===== config.mk =====
export PLATFORM = sky130hd
export DESIGN_NAME = image_op_sequencer_flat
export DESIGN_NICKNAME = d
export VERILOG_FILES = /design/src/rtl/image_op_sequencer_pkg.sv /design/src/rtl/image_op_sequencer_if.sv /design/src/rtl/image_op_sequencer_btn_debounce.sv /design/src/rtl/image_op_sequencer.sv /design/src/flat_wrapper.sv
export SDC_FILE = /design/constraint.sdc
export NUM_CORES = 1
export LEC_CHECK = 0
export ABC_AREA = 1
export BUFFER_PORTS_ARGS = -buffer_cell sky130_fd_sc_hd__buf_4
export CORE_MARGIN = 2
export CORE_UTILIZATION = 25
export DETAILED_ROUTE_END_ITERATION = 8
export PLACE_DENSITY = 0.41
export SYNTH_ARGS = -nofsm -noshare
export SYNTH_HDL_FRONTEND = slang
export SYNTH_SLANG_ARGS = --single-unit

===== constraint.sdc =====
create_clock -name HCLK -period 3.9 [get_ports HCLK]
set_input_delay 0.195 -clock HCLK [delete_from_list [all_inputs] [get_ports HCLK]]
set_output_delay 0.195 -clock HCLK [all_outputs]
set_load 0.03 [all_outputs]

===== src/rtl/image_op_sequencer_pkg.sv =====
// Shared definitions for the image operation sequencer: mode encodings,
// controller state encoding and the mode-to-select decode.
package image_pkg;

  localparam logic [2:0] MODE_PASS = 3'd0;
  localparam logic [2:0] MODE_INC  = 3'd1;
  localparam logic [2:0] MODE_DEC  = 3'd2;
  localparam logic [2:0] MODE_INV  = 3'd3;
  localparam logic [2:0] MODE_THR  = 3'd4;

  typedef enum logic [2:0] {
    IDLE,
    RESTART,
    WAIT_START,
    RUN,
    GAP
  } state_t;

  // One-hot reader select, bit order {thr, inv, dec, inc}.
  function automatic logic [3:0] mode_to_sel(input logic [2:0] mode);
    logic [3:0] sel;
    sel = 4'b0000;
    case (mode)
      MODE_INC: sel = 4'b0001;
      MODE_DEC: sel = 4'b0010;
      MODE_INV: sel = 4'b0100;
      MODE_THR: sel = 4'b1000;
      default:  sel = 4'b0000;
    endcase
    return sel;
  endfunction

endpackage


===== src/rtl/image_op_sequencer_if.sv =====
// Control/status link between the sequencer (master) and the image reader.
interface image_op_sequencer_if;
  logic reader_rst_n;
  logic sel_inc;
  logic sel_dec;
  logic sel_inv;
  logic sel_thr;
  logic rd_started;
  logic rd_done;

  modport master (
    output reader_rst_n, sel_inc, sel_dec, sel_inv, sel_thr,
    input  rd_started, rd_done
  );

  modport slave (
    input  reader_rst_n, sel_inc, sel_dec, sel_inv, sel_thr,
    output rd_started, rd_done
  );
endinterface


===== src/rtl/image_op_sequencer_btn_debounce.sv =====
// Push-button conditioning: 2-flop synchroniser, stability counter and a
// single-cycle pulse on each accepted rising level.
module btn_debounce #(
  parameter int DEBOUNCE_CYCLES = 16
) (
  input  logic clk,
  input  logic rst,
  input  logic btn,
  output logic press
);

  localparam int CW = (DEBOUNCE_CYCLES > 2) ? $clog2(DEBOUNCE_CYCLES) : 1;

  logic          sync1_reg;
  logic          sync2_reg;
  logic          prev_reg;
  logic          accepted_reg;
  logic [CW-1:0] cnt_reg;

  // Synchronise, restart the counter on any level change, accept a level
  // once it has been stable long enough and pulse on an accepted rise.
  always_ff @(posedge clk or posedge rst) begin
    if (rst) begin
      sync1_reg    <= 1'b0;
      sync2_reg    <= 1'b0;
      prev_reg     <= 1'b0;
      accepted_reg <= 1'b0;
      cnt_reg      <= '0;
      press        <= 1'b0;
    end else begin
      sync1_reg <= btn;
      sync2_reg <= sync1_reg;
      prev_reg  <= sync2_reg;
      press     <= 1'b0;
      if (sync2_reg != prev_reg) begin
        cnt_reg <= '0;
      end else if (cnt_reg == CW'(DEBOUNCE_CYCLES - 1)) begin
        accepted_reg <= sync2_reg;
        press        <= sync2_reg & ~accepted_reg;
      end else begin
        cnt_reg <= cnt_reg + 1'b1;
      end
    end
  end

endmodule


===== src/rtl/image_op_sequencer.sv =====
// Frame-level controller for the image reader: latches debounced operation
// requests, restarts the reader once per frame with the requested mode,
// counts completed frames and flags reader hangs.
module image_op_sequencer
  import image_pkg::*;
#(
  parameter int DEBOUNCE_CYCLES = 16,
  parameter int RESTART_CYCLES  = 4,
  parameter int GAP_CYCLES      = 8,
  parameter int TIMEOUT_CYCLES  = 4096,
  parameter int FRAME_CNT_W     = 16
) (
  input  logic                   HCLK,
  input  logic                   HRESET,
  input  logic                   enable,
  input  logic                   btn_inc,
  input  logic                   btn_dec,
  input  logic                   btn_inv,
  input  logic                   btn_thr,
  image_op_sequencer_if.master   rd,
  output logic [2:0]             op_mode,
  output logic                   busy,
  output logic [FRAME_CNT_W-1:0] frame_count,
  output logic                   wd_error
);

  localparam int CNT_W    = 16;
  localparam int WD_W     = $clog2(TIMEOUT_CYCLES + 1);
  localparam int GAP_LAST = (GAP_CYCLES == 0) ? 0 : GAP_CYCLES - 1;

  logic [3:0]      btn_vec;
  logic [3:0]      press;
  logic            press_any;
  logic [2:0]      press_mode;
  logic [2:0]      req_mode;
  logic            wd_timeout;
  logic            go_restart;

  state_t          state_reg;
  logic            reader_rst_n_reg;
  logic [3:0]      sel_reg;
  logic            pending_valid_reg;
  logic [2:0]      pending_mode_reg;
  logic [CNT_W-1:0] cnt_reg;
  logic [WD_W-1:0] wd_cnt_reg;

  assign btn_vec = {btn_thr, btn_inv, btn_dec, btn_inc};

  generate
    for (genvar gi = 0; gi < 4; gi++) begin : g_btn
      btn_debounce #(.DEBOUNCE_CYCLES(DEBOUNCE_CYCLES)) u_btn (
        .clk   (HCLK),
        .rst   (HRESET),
        .btn   (btn_vec[gi]),
        .press (press[gi])
      );
    end
  endgenerate

  // Resolve simultaneous presses (inc > dec > inv > thr); pressing the mode
  // already applied requests pass-through instead.
  always_comb begin
    press_any  = |press;
    press_mode = MODE_PASS;
    if (press[0])      press_mode = MODE_INC;
    else if (press[1]) press_mode = MODE_DEC;
    else if (press[2]) press_mode = MODE_INV;
    else if (press[3]) press_mode = MODE_THR;
    req_mode = (press_mode == op_mode) ? MODE_PASS : press_mode;
  end

  // Frame-boundary conditions that lead into RESTART.
  always_comb begin
    wd_timeout = ((state_reg == WAIT_START) || (state_reg == RUN)) &&
                 (wd_cnt_reg == WD_W'(TIMEOUT_CYCLES - 1));
    go_restart = ((state_reg == IDLE) && enable) ||
                 ((state_reg == GAP) && (cnt_reg == CNT_W'(GAP_LAST)) && enable) ||
                 wd_timeout;
  end

  // Frame sequencing FSM with pending-request latch, frame counter and watchdog.
  always_ff @(posedge HCLK or posedge HRESET) begin
    if (HRESET) begin
      state_reg         <= IDLE;
      reader_rst_n_reg  <= 1'b0;
      sel_reg           <= 4'b0000;
      op_mode           <= MODE_PASS;
      frame_count       <= '0;
      wd_error          <= 1'b0;
      pending_valid_reg <= 1'b0;
      pending_mode_reg  <= MODE_PASS;
      cnt_reg           <= '0;
      wd_cnt_reg        <= '0;
    end else begin
      if (press_any) begin
        pending_valid_reg <= 1'b1;
        pending_mode_reg  <= req_mode;
      end

      case (state_reg)
        IDLE: begin
          reader_rst_n_reg <= 1'b0;
        end
        RESTART: begin
          if (cnt_reg == CNT_W'(RESTART_CYCLES - 1)) begin
            state_reg        <= WAIT_START;
            reader_rst_n_reg <= 1'b1;
            wd_cnt_reg       <= '0;
          end else begin
            cnt_reg <= cnt_reg + 1'b1;
          end
        end
        WAIT_START: begin
          wd_cnt_reg <= wd_cnt_reg + 1'b1;
          if (rd.rd_started) state_reg <= RUN;
        end
        RUN: begin
          wd_cnt_reg <= wd_cnt_reg + 1'b1;
          if (rd.rd_done && !wd_timeout) begin
            frame_count <= frame_count + 1'b1;
            state_reg   <= GAP;
            cnt_reg     <= '0;
          end
        end
        GAP: begin
          if (cnt_reg == CNT_W'(GAP_LAST)) begin
            state_reg        <= IDLE;
            reader_rst_n_reg <= 1'b0;
          end else begin
            cnt_reg <= cnt_reg + 1'b1;
          end
        end
        default: begin
          state_reg        <= IDLE;
          reader_rst_n_reg <= 1'b0;
        end
      endcase

      // Entering RESTART is the only point where the applied mode changes;
      // op_mode and its select decode update together so the selects are
      // settled for the whole reset window.
      if (go_restart) begin
        state_reg        <= RESTART;
        reader_rst_n_reg <= 1'b0;
        cnt_reg          <= '0;
        if (pending_valid_reg) begin
          op_mode <= pending_mode_reg;
          sel_reg <= mode_to_sel(pending_mode_reg);
        end
        if (!press_any) pending_valid_reg <= 1'b0;
      end

      if (wd_timeout) wd_error <= 1'b1;
    end
  end

  assign busy            = (state_reg != IDLE);
  assign rd.reader_rst_n = reader_rst_n_reg;
  assign rd.sel_inc      = sel_reg[0];
  assign rd.sel_dec      = sel_reg[1];
  assign rd.sel_inv      = sel_reg[2];
  assign rd.sel_thr      = sel_reg[3];

endmodule

===== src/flat_wrapper.sv =====
// flat-port wrapper written by rule: the top's interface ports become plain ports
module image_op_sequencer_flat import image_pkg::*;
#(
  parameter int DEBOUNCE_CYCLES = 16,
  parameter int RESTART_CYCLES  = 4,
  parameter int GAP_CYCLES      = 8,
  parameter int TIMEOUT_CYCLES  = 4096,
  parameter int FRAME_CNT_W     = 16
)
  (HCLK, HRESET, enable, btn_inc, btn_dec, btn_inv, btn_thr, op_mode, busy, frame_count, wd_error, rd_reader_rst_n, rd_sel_inc, rd_sel_dec, rd_sel_inv, rd_sel_thr, rd_rd_started, rd_rd_done);
  image_op_sequencer_if rd_i ();
  input  logic HCLK;
  input  logic HRESET;
  input  logic enable;
  input  logic btn_inc;
  input  logic btn_dec;
  input  logic btn_inv;
  input  logic btn_thr;
  output logic [2:0] op_mode;
  output logic busy;
  output logic [FRAME_CNT_W-1:0] frame_count;
  output logic wd_error;
  output wire logic [$bits(rd_i.reader_rst_n)-1:0] rd_reader_rst_n;
  output wire logic [$bits(rd_i.sel_inc)-1:0] rd_sel_inc;
  output wire logic [$bits(rd_i.sel_dec)-1:0] rd_sel_dec;
  output wire logic [$bits(rd_i.sel_inv)-1:0] rd_sel_inv;
  output wire logic [$bits(rd_i.sel_thr)-1:0] rd_sel_thr;
  input wire logic [$bits(rd_i.rd_started)-1:0] rd_rd_started;
  input wire logic [$bits(rd_i.rd_done)-1:0] rd_rd_done;
  assign rd_reader_rst_n = rd_i.reader_rst_n;
  assign rd_sel_inc = rd_i.sel_inc;
  assign rd_sel_dec = rd_i.sel_dec;
  assign rd_sel_inv = rd_i.sel_inv;
  assign rd_sel_thr = rd_i.sel_thr;
  assign rd_i.rd_started = rd_rd_started;
  assign rd_i.rd_done = rd_rd_done;
  image_op_sequencer #(.DEBOUNCE_CYCLES(DEBOUNCE_CYCLES), .RESTART_CYCLES(RESTART_CYCLES), .GAP_CYCLES(GAP_CYCLES), .TIMEOUT_CYCLES(TIMEOUT_CYCLES), .FRAME_CNT_W(FRAME_CNT_W)) u_core (.HCLK(HCLK), .HRESET(HRESET), .enable(enable), .btn_inc(btn_inc), .btn_dec(btn_dec), .btn_inv(btn_inv), .btn_thr(btn_thr), .rd(rd_i), .op_mode(op_mode), .busy(busy), .frame_count(frame_count), .wd_error(wd_error));
endmodule

# Yosys cells after proc, flatten, opt, wreduce, memory -nomap -nowiden
# Index checks and enable logic that the tools add are counted.
[op_classes]
addsub = 7
eq_ne = 33
muxes = 42
bitwise_logic = 12
reduce_logical = 25
[ops]
columns = ["operator", "count"]
rows = [
  ["16-bit two-way mux", 4],
  ["16-bit case mux with 3 select lines", 1],
  ["16-bit by 1-bit adder with 16-bit output (second input constant)", 2],
  ["4-bit two-way mux", 8],
  ["3-bit two-way mux", 10],
  ["13-bit case mux with 2 select lines", 1],
  ["4-bit by 1-bit adder with 4-bit output (second input constant)", 4],
  ["16-bit by 2-bit == test with 1-bit output (second input constant)", 1],
  ["16-bit by 3-bit == test with 1-bit output (second input constant)", 1],
  ["4-bit == test (second input constant)", 4],
  ["4-bit case mux with 4 select lines", 1],
  ["3-bit by 2-bit inequality test with 1-bit output (second input constant)", 5],
  ["3-bit case mux with 5 select lines", 1],
  ["1-bit two-way mux", 14],
  ["2-bit AND reduction", 7],
  ["13-bit by 1-bit adder with 13-bit output (second input constant)", 1],
  ["13-bit by 12-bit == test with 1-bit output (second input constant)", 1],
  ["13-bit two-way mux", 1],
  ["3-bit by 2-bit == test with 1-bit output (second input constant)", 4],
  ["2-bit inequality test (second input constant)", 4],
  ["1-bit inverter", 8],
  ["3-bit by 1-bit == test with 1-bit output (second input constant)", 2],
  ["3-bit == test (second input constant)", 2],
  ["2-bit by 1-bit inequality test with 1-bit output (second input constant)", 3],
  ["17 further kinds", 29],
]
[word_totals]
ff_bits = 97
in_bits = 9
out_inout_bits = 26
elab_cells = 153

# Logic depth before layout (Yosys ltp)
[logic_depth]
depth_word = 8
ltp_mapped = 11

# Hierarchy
# Synthesis repeated with hierarchy kept, for this count alone.
[unflattened]
cells_unflattened = 712
area_unflattened_um2 = 5368.9
[by_module_without_submodules]
columns = ["mod", "n_inst", "cells_per_inst", "area_each_um2"]
rows = [
  ["image_op_sequencer", 1, 516, 3797.4],
  ["btn_debounce", 4, 49, 392.9],
]

# Least setup slack after synthesis
# OpenSTA, ideal clock, no wires.
[synth_timing]
kind = "register to register"
start = "reg u_core.frame_count[0]"
end = "reg u_core.frame_count[13]"
setup_time_ns = 0.123
arrival_ns = 1.401
required_time_ns = 3.777
setup_slack_ns = 2.377
path_stages_with_launch = 6
path_buffers = 0
period_less_slack_ns = 1.523
path_cell_list = "dfrtp_1 -> nand3_1 -> or2_2 -> nor2_1 -> nand3_1 -> xor2_1"
[synth_via]
elab_chain_cells = 1
[synth_lines]
columns = ["element", "line", "source"]
rows = [
  ["start, declared", "image_op_sequencer.sv:23", "output logic [FRAME_CNT_W-1:0] frame_count,"],
  ["start signal, assigned", "image_op_sequencer.sv:120", "frame_count <= frame_count + 1'b1;"],
  ["16-bit by 1-bit adder with 16-bit output", "image_op_sequencer.sv:120", ""],
]
# Every way passes these cells.
# A chain may end at the register's enable or synchronous reset.

# Worst setup path in the final report
[layout_timing]
start = "reg u_core.state_reg[1]"
end = "reg u_core.cnt_reg[2]"
[layout_via]
elab_chain_cells = 7
word_cells_on_any_way = 21
[layout_lines]
columns = ["element", "line", "source"]
rows = [
  ["start, declared", "image_op_sequencer.sv:39", "state_t state_reg;"],
  ["start signal, assigned", "image_op_sequencer.sv:84", "state_reg <= IDLE;"],
  ["start signal, assigned", "image_op_sequencer.sv:106", "state_reg <= WAIT_START;"],
  ["start signal, assigned", "image_op_sequencer.sv:115", "if (rd.rd_started) state_reg <= RUN;"],
  ["3-bit == test (tied with other cells)", "image_op_sequencer.sv:77, image_op_sequencer.sv:100", ""],
  ["1-bit logical AND / 1-bit logical OR (equally long branches)", "image_op_sequencer.sv:77, image_op_sequencer.sv:74", ""],
  ["1-bit logical AND, on equally long branches", "image_op_sequencer.sv:77, image_op_sequencer.sv:74", ""],
  ["1-bit logical OR / 1-bit zero test (equally long branches)", "image_op_sequencer.sv:76, image_op_sequencer.sv:119", ""],
  ["1-bit logical OR / 1-bit logical AND (equally long branches)", "image_op_sequencer.sv:77, image_op_sequencer.sv:119", ""],
  ["3-bit by 2-bit inequality test with 1-bit output (no line) / 4-bit nonzero test (equally long branches)", "n/a", ""],
  ["4-bit AND reduction (no line)", "n/a", ""],
  ["end signal, assigned", "image_op_sequencer.sv:110", "cnt_reg <= cnt_reg + 1'b1;"],
  ["end signal, assigned", "image_op_sequencer.sv:130", "cnt_reg <= cnt_reg + 1'b1;"],
  ["end, declared", "image_op_sequencer.sv:44", "logic [CNT_W-1:0] cnt_reg;"],
]
# Parallel ways exist; a longest one is shown, timed or not.

==> results.cfg <==
[clocking]
clk_path_buf_depth = 2
h-tree-depth = 3
cts_tree = done
clk_pin_slew_ps = 70
clock_latency_ps = 340
cts_root_buf = clkbuf_16
clock_sinks = 97
cts_buffers = 9

[setup_path]
path_max_fanout = 22
crit_arrival_ps = 2390
r2r_setup_slack_ps = 1800
crit_path_end_kind = register
required_ps = 4180
crit_type = reg2reg
cp-start-kind = register

[place]
port_buffers = 34
globalplace.congestion = 0.810
dp_hpwl_mm = 7.62

[job]
maxCapViolCount = 0

[yosys]
yosys-top-cells-area = dfrtp_1, nand2_1, nand3_1
ys_seq_area_share_pct = 49.1
netlist_instances = 583
synth_nets = 599
synth.avg_cell_area_sq_um = 8.48
yosysTopAreaCellShare_pct = 49.1
syn_area_sq_um = 4940
ys_ff_latch = 97
synth_area_leader_cell = dfrtp_1
ys_warn_count = 0
ys_types = 37

[layout]
final_nets = 640
drive_above_1_share_pct = 13.6
syn_to_final_growth_pct = 16.5
postLayoutCoreUtil_pct = 29.6
final_cell_mix = nand2_1, dfrtp_1, inv_1
layout_commonest_cell = nand2_1
n_antenna_cell = 0

[sta]
finalSetupViolCount = 0
tightestPinTransition_ps = 970
slew_headroom_pct = 35.3
fmax_ghz = 0.475
layout_min_cycle_time_ps = 2100
grt_setup_unrepaired = false
clock_skew_ps = 6.58
finalHoldViolations = 0
setup-tns-final_ps = 0
timing_max_transition_violations_final = 0
timing.final.crit_share_pct = 54.0

[routing]
dr.pass1.iters = 5
route.detailed.drc = 0
drtIter0Drc = 203
wire_per_inst_um = 12.0
vias = 3839
antenna_left = 0
vias_per_cell = 4.30
wl_mm = 10.7

[die]
die_width_um = 145
rows = 51
die_h_um = 145
coreArea_sq_um = 19500
dieArea_sq_um = 20900
initial_core_util_pct = 25.4
io_pins = 35

[grt]
overflow = 0
grt_pass1_wl_mm = 18.3
antenna_found_initial = 0
grt_pass1_vias = 3707
grt_start_max_net_pins = 77
track_usage_pct = 11.1

[min_path]
hp-class = in2async

[power_and_ir_drop]
ir_drop_mv = 0.210
p_per_area_nw_per_um2 = 468
power.leakage_nw = 2.74

[status]
status = finished clean
[critical path, cell delays in order, from the launching register on]
cell,delay (ps)
dfrtp_1,430
nand2_1,410
nor2_1,140
nand4_4,130
nand3_2,240
inv_2,460
nand3_1,130
nand2_1,90
[kinds of logic (layout without fill, tap and decap cells)]
kind of cell	count (synthesis)	in the layout	synth area share [%]
simple gates	313	313	30.0
flops	97	97	49.1
buf+inv	75	119	6.73
compound gates	56	56	6.15
xor+xnor	35	35	6.20
fa+ha+maj	7	7	1.77
[cells in the mapped netlist, drive strengths merged]
| master | n |
|---|---|
| ha | 7 |
| xnor2 | 14 |
| nand3b | 3 |
| o21a | 1 |
| nand3 | 67 |
| or2 | 4 |
| nand2 | 143 |
| o21bai | 1 |
| dfrtp | 97 |
| o22ai | 2 |
| a21oi | 16 |
| nor3b | 1 |
| a31oi | 4 |
| o31ai | 2 |
| inv | 66 |
| buf | 8 |
| o21ai | 28 |
| clkbuf | 1 |
| a31o | 1 |
| xor2 | 21 |
| nor3 | 14 |
| a211oi | 1 |
| nor2 | 65 |
| nand4 | 16 |
[worst paths after layout]
path                                            startpoint  cells past startpoint                               to
max                                    u_core.state_reg[1]                      7                u_core.cnt_reg[2]
min                                                 HRESET                      2  u_core.g_btn[3].u_btn.sync1_reg
max reg2reg                            u_core.state_reg[1]                      7                u_core.cnt_reg[2]
min reg2reg                u_core.g_btn[2].u_btn.sync1_reg                      0  u_core.g_btn[2].u_btn.sync2_reg
max in group asynchronous                           HRESET                      3                u_core.op_mode[1]
min in group HCLK                                   enable                      5              u_core.state_reg[0]
[through the flow]
| step | total power, mW | setup WS, ps | instances | area [sq um] | hold WS [ps] |
|---|---|---|---|---|---|
| 6_report | 2.70 | 1800 | 892 | 5760 | 78.6 |
| 5_1_grt | 2.88 | 1600 | 892 | 5760 | 164 |
| 4_1_cts | 2.75 | 1790 | 892 | 5760 | 129 |
| 3_5_place_dp | 1.90 | 1800 | 874 | 5450 | 307 |
| 3_3_place_gp | 1.89 | 1880 | 874 | 5450 | 305 |
| 2_1_floorplan | 1.76 | 1170 | 583 | 4940 | 226 |
[area by class of cell]
cell class	instances	area, sq um
Inverter	66	250
Fill cell	2075	13700
Clock buffer	14	264
Multi-Input combinational cell	411	2180
Timing Repair Buffer	39	303
Sequential cell	97	2430
Tap cell	265	332
[report_power, final]
group          switching, mW  total, mW  internal (mW)
registers             0.0981       1.19           1.10
logic                  0.486      0.681          0.195
clock network          0.362      0.823          0.462
total                  0.946       2.70           1.75
[layer usage]
layer | share of wire [%] | GRT usage (%)
met1 | 49 | 14.6
met3 | 3.1 | 2.25
met4 | 1.2 | 4.29
met2 | 47 | 17.9
met5 | 0 | 0
[repair_timing]
item	CTS	global route
hold buffers	4	0
endpoints found under the hold margin	4	0
setup buffers	0	0
resized for setup	0	0
Power figures use the tool's default switching activity.
